## src/rtl/serial_adder.sv

```systemverilog
// Bit-serial ripple adder: one full-adder cell and a carry flip-flop, LSB first.
// A start/busy/done handshake frames each WIDTH-cycle addition.
module serial_adder #(
    parameter int unsigned WIDTH = 8
) (
    input  logic             clk,
    input  logic             rst,
    input  logic             start,
    input  logic [WIDTH-1:0] a,
    input  logic [WIDTH-1:0] b,
    input  logic             cin,
    output logic             busy,
    output logic             done,
    output logic [WIDTH-1:0] sum,
    output logic             cout
);

    // One extra bit so WIDTH=1 and powers of two still fit the last index.
    localparam int unsigned CW = $clog2(WIDTH) + 1;
    localparam logic [CW-1:0] LastBit = CW'(WIDTH - 1);

    typedef enum logic [1:0] {
        StIdle,
        StShift,
        StDone
    } state_e;

    state_e           state_q, state_d;
    logic [WIDTH-1:0] a_sr_q, a_sr_d;
    logic [WIDTH-1:0] b_sr_q, b_sr_d;
    logic             carry_q, carry_d;
    logic [CW-1:0]    count_q, count_d;
    logic [WIDTH-1:0] sum_q, sum_d;
    logic             cout_q, cout_d;
    logic             busy_q, busy_d;
    logic             done_q, done_d;

    logic s_bit;
    logic carry_next;

    assign s_bit      = a_sr_q[0] ^ b_sr_q[0] ^ carry_q;
    assign carry_next = (a_sr_q[0] & b_sr_q[0]) | (a_sr_q[0] & carry_q) |
                        (b_sr_q[0] & carry_q);

    always_comb begin
        state_d = state_q;
        a_sr_d  = a_sr_q;
        b_sr_d  = b_sr_q;
        carry_d = carry_q;
        count_d = count_q;
        sum_d   = sum_q;
        cout_d  = cout_q;

        unique case (state_q)
            StIdle: begin
                if (start) begin
                    a_sr_d  = a;
                    b_sr_d  = b;
                    carry_d = cin;
                    count_d = '0;
                    sum_d   = '0;
                    cout_d  = 1'b0;
                    state_d = StShift;
                end
            end
            StShift: begin
                carry_d = carry_next;
                // New bit enters at the MSB; shift form stays legal for WIDTH=1.
                sum_d   = (sum_q >> 1) | (WIDTH'(s_bit) << (WIDTH - 1));
                a_sr_d  = a_sr_q >> 1;
                b_sr_d  = b_sr_q >> 1;
                count_d = count_q + CW'(1);
                if (count_q == LastBit) begin
                    cout_d  = carry_next;
                    state_d = StDone;
                end
            end
            StDone: begin
                state_d = StIdle;
            end
            default: begin
                state_d = StIdle;
            end
        endcase

        busy_d = (state_d != StIdle);
        done_d = (state_d == StDone);
    end

    always_ff @(posedge clk) begin
        if (rst) begin
            state_q <= StIdle;
            a_sr_q  <= '0;
            b_sr_q  <= '0;
            carry_q <= 1'b0;
            count_q <= '0;
            sum_q   <= '0;
            cout_q  <= 1'b0;
            busy_q  <= 1'b0;
            done_q  <= 1'b0;
        end else begin
            state_q <= state_d;
            a_sr_q  <= a_sr_d;
            b_sr_q  <= b_sr_d;
            carry_q <= carry_d;
            count_q <= count_d;
            sum_q   <= sum_d;
            cout_q  <= cout_d;
            busy_q  <= busy_d;
            done_q  <= done_d;
        end
    end

    assign busy = busy_q;
    assign done = done_q;
    assign sum  = sum_q;
    assign cout = cout_q;

endmodule

```

## config.mk

```make
export PLATFORM = sky130hd
export DESIGN_NAME = serial_adder
export DESIGN_NICKNAME = d
export VERILOG_FILES = /design/src/rtl/serial_adder.sv
export SDC_FILE = /design/constraint.sdc
export NUM_CORES = 1
export LEC_CHECK = 0
export ABC_AREA = 1
export CAP_MARGIN = 10
export CORE_ASPECT_RATIO = 1.25
export CORE_UTILIZATION = 35
export CTS_CLUSTER_SIZE = 16
export DETAILED_ROUTE_END_ITERATION = 6
export REMOVE_ABC_BUFFERS = 1
export SLEW_MARGIN = 10
export SYNTH_ARGS = -nofsm -noshare
export SYNTH_HDL_FRONTEND = slang
export SYNTH_SLANG_ARGS = --single-unit
```

## constraint.sdc

```tcl
create_clock -name clk -period 1.9 [get_ports clk]
set_input_delay 0.38 -clock clk [delete_from_list [all_inputs] [get_ports clk]]
set_output_delay 0.38 -clock clk [all_outputs]
set_load 0.03 [all_outputs]
```

======== Yosys cells after proc, flatten, opt, wreduce, memory -nomap -nowiden ========
Cells that the tools add are included.
cells by class
  equality and inequality tests ........... 5
  reductions and logical operators ........ 5
  $add $sub $neg .......................... 1
  bitwise gates (word level) .............. 8
  muxes and demuxes ....................... 16
operators with widths
  cell                                                 count
  case mux 8 bit (2 select lines)                      3
  2-to-1 mux 8 bit                                     3
  bitwise OR 7 x 8 -> 8 bit                            1
  case mux 4 bit (2 select lines)                      1
  adder 4 x 1 -> 4 bit, second input constant          1
  equality test 4 x 3 -> 1 bit, second input constant  1
  2-to-1 mux 2 bit                                     2
  2-to-1 mux 4 bit                                     1
  inequality test 2 bit, second input constant         2
  case mux 1 bit (2 select lines)                      2
  case mux 2 bit (2 select lines)                      1
  nonzero test 2 bit                                   2
  AND 1 bit                                            3
  2-to-1 mux 1 bit                                     3
  AND reduction 3 bit                                  1
  equality test 2 x 1 -> 1 bit, second input constant  1
  equality test 2 bit, second input constant           1
  zero test 2 bit                                      1
  bitwise OR 1 bit                                     2
  AND reduction 2 bit                                  1
  XOR 1 bit                                            2
word-level totals
  output and inout port bits .............. 11
  word-level logic and storage cells ...... 44
  bits of input ports ..................... 20
  register bits ........................... 34

======== Longest topological paths before layout ========
  word-level depth ........................ 5
  mapped depth ............................ 8
  mapped depth without buffers ............ 7

======== Worst setup path after synthesis ========
Ideal clock, no wire load.
  path type ............................... input-to-reg
  start point ............................. input port rst
  end point ............................... register sum_q[3] (netlist: sum[3])
  stages .................................. 5
  setup time .............................. 0.069 ns
  data required time ...................... 1.831 ns
  setup slack ............................. 0.828 ns
  data arrival time ....................... 1.004 ns
  path buffers ............................ 2
  cells stage by stage .................... buf_2 > inv_2 > buf_2 > nand3_1 > o21ai_1
RTL lines
  item                    RTL line  text
  start: declaration      7         input logic rst,
  end signal: assignment  107       sum_q <= sum_d;
  end: declaration        33        logic [WIDTH-1:0] sum_q, sum_d;

======== Worst setup path in the final report ========
  start point ............................. register sum_q[7] (netlist: sum[7])
  end point ............................... output port sum[7]
RTL lines
  item              RTL line  text
  end: declaration  14        output logic [WIDTH-1:0] sum,
No word-level cell between the ends.

==> results by group <==
Setup path
  • CP top delay family: buffers and inverters
  • Slowest-stage cell, CP: clkdlybuf4s50_1
  • Cell Chain, Critical Path: clkdlybuf4s50_1
  • CP Capture Type: primary output
  • Kind of critical path: flip-flop to primary output
  • Critical path's largest stage delay: slightly below 0.7 ns
  • Worst R2R Start: state_q[1]$_SDFF_PP0_
  • Crit-path max FO: 3
  • CP Buf/Inv Count: 1
  • Worst setup SP type: flip-flop
  • Worst Setup SP: sum[7]$_SDFFE_PP0P_
  • Worst EP required: 1.52 ns
  • CP arrival: between 1 and 1.5 ns

Timing
  • Crit path time final: approximately 1.7 ns
  • Slew Viols, Final: 0
  • Clock Skew: approximately 0.0048 ns
  • Highest Clock Rate: around 0.6 GHz
  • Fin Setup TNS: 0 ns
  • Fin. Hold Viols: 0
  • Final worst-path cycle share: around nine tenths
  • Finish-stage setup viols: 0
  • Slew of the pin with the lowest slew margin: approximately 0.37 ns
  • Slew headroom: 75.4%
  • RSZ-0062 raised after global routing: false

Synth
  • Number of synthesized flops with an enable pin: 0
  • Post-Synthesis Cells: 211
  • Synthesized area: about 0.0015 mm2
  • Post-synthesis cell type count: 24
  • Register area share after synthesis: 44.3%
  • Mean Syn Cell Area: between 7 and 8 um2
  • Yosys warning count: 0
  • Primary FF master, synth: dfxtp_1
  • Synth async-reset ratio: 0%
  • Register bit count reported by yosys: 34

Routing
  • Detail Route Antenna Nets: 0
  • WL per Instance: around 10 um
  • DRT Pass-1 Iters: 4
  • Final WL: approximately 3000 um
  • DR vias/cell: between 4 and 5
  • Remaining DRCs: 0
  • Iter 0 DRT Violations: 23
  • Vias: 1301

Placed design
  • Placed cell area: 0.00185 mm2
  • Port Buf Inserts: 30
  • Post-DP HPWL: about 2100 um
  • GP Congestion: ~0.73

Pwr
  • Pleak: slightly above 0.0008 uW
  • Pint: approximately 1100 uW
  • Clk pwr share: a little over a third
  • Net switching power: 393 uW
  • Worst vdd ir: ~0.43 mV
  • Total power: ~1500 uW
  • Combinational fraction of design power: about an eighth
  • Sw frac: 25.9%
  • Flop pwr share: between 50% and 60%
  • Power per Cell Area: about 780 mW/mm2

Global routing
  • GRT Resource Usage Total: between 10% and 20%
  • Grt ovf: 0
  • Largest net degree at the start of global routing: 21
  • First-pass GRT wire length: roughly 5000 um
  • Vias in the first global route: approximately 1200
  • Initial antenna violation count: 0

Clocking
  • Clk slew on worst S/H paths: around 0.07 ns
  • CTS Sinks: 34
  • Cts repair resizes: 0
  • Hold_buf cts: 0
  • CTS tree: built
  • CTS Buf Count: 5
  • Later-pin clock latency in the skew report: 0.28 ns
  • Clock Tree Buf Depth: 2
  • Root Buffer: clkbuf_8
  • H-tree depth: 2
  • Setup bufs post-CTS: 0

Layout
  • Final Net Count: 264
  • Share of layout cells above drive strength 1: approximately a tenth
  • Final Cell Area: between 0.0015 and 0.002 mm2
  • Commonest non-fill, non-tap cell in the layout: nand2_1
  • Core Util, Final: 47.0%
  • Ant diodes: 0
  • Area Overhead vs Synth: 26.4%
  • Commonest non-fill, non-tap cells in the layout: 57 x nand2_1, 36 x nor2_1, 34 x dfxtp_1

Worst hold path
  • Hold Path Origin: a_sr_q[5]$_SDFFE_PP0P_
  • Worst Hold Class: flip-flop to flip-flop

Die
  • Chip height: approximately 76 um
  • DIE AREA: between 0.004 and 0.005 mm2
  • Core Area: around 0.0041 mm2
  • Floorplan row count: 26
  • Boundary Pins: 31
  • Initial Util: about 37%
  • Die Width: around 61 um

Run
  • MaxCap Viol Count: 0

Run status
  • Status: finished clean
## kinds of logic (layout without fill, tap and decap cells)
family	Yosys count	count (layout)	synth area share (%)
flops	34	34	44.3
compound gates	20	20	7.01
buf+inv	34	66	11.5
fa+ha+maj	2	2	2.12
simple gates	121	121	35.0
## synth_stat cells, types with 2 or more instances
library cell,number,area [um2]
nand2_2,6,37.5
o21ai_1,5,25.0
dfxtp_1,34,681
buf_2,2,10.0
inv_1,21,78.8
buf_6,3,33.8
o31ai_1,3,22.5
nand2_4,3,33.8
a21oi_1,8,40.0
nand2_1,57,214
o21ai_0,4,20.0
nand3_1,16,80.1
inv_2,3,11.3
nor2_1,36,135
## sequential cells by signal, indices dropped and copies added, names as in the netlist
register	count
carry_q	1
sum	8
state_q	2
count_q	4
a_sr_q	8
cout	1
busy	1
done	1
b_sr_q	8
## path summary, 6_finish.rpt
kind                            cells past startpoint                     end  slack (ns)
worst min-delay path                                2  a_sr_q[4]$_SDFFE_PP0P_        0.47
worst max register to register                      7  a_sr_q[3]$_SDFFE_PP0P_        0.55
worst max-delay path                                1                  sum[7]        0.19
worst min register to register                      2  a_sr_q[4]$_SDFFE_PP0P_        0.47
## through the flow
stage                     std cells  worst slack [ns]  hold slack (ns)
final                           299             0.185            0.467
after global routing            299             0.118            0.504
after CTS                       299             0.180            0.472
after detailed placement        291             0.221            0.460
after global placement          291             0.232            0.445
after floorplan                 203             0.766            0.427
## metal layers
layer	part of all wire, %	up-vias	global-route usage, %
met5	0	-	0
met4	1.6	0	5.45
met2	47	26	22.4
met1	47	561	17.0
li1	-	708	-
met3	4.0	6	4.92
## layout make-up
type | instances | area, um2
Multi-Input combinational cell | 143 | 678
Sequential cell | 34 | 681
Timing Repair Buffer | 32 | 315
Clock buffer | 6 | 82.6
Tap cell | 56 | 70.1
Clock inverter | 2 | 12.5
Inverter | 26 | 101
Fill cell | 450 | 2190
## power by group through the flow
stage	Clock, uW	Sequential, uW	Combinational, uW
after floorplan	0	784	114
after global placement	0	781	204
after detailed placement	0	781	204
after CTS	565	765	205
after global routing	601	769	224
final	547	765	202
(Power assumes the default switching activity.)
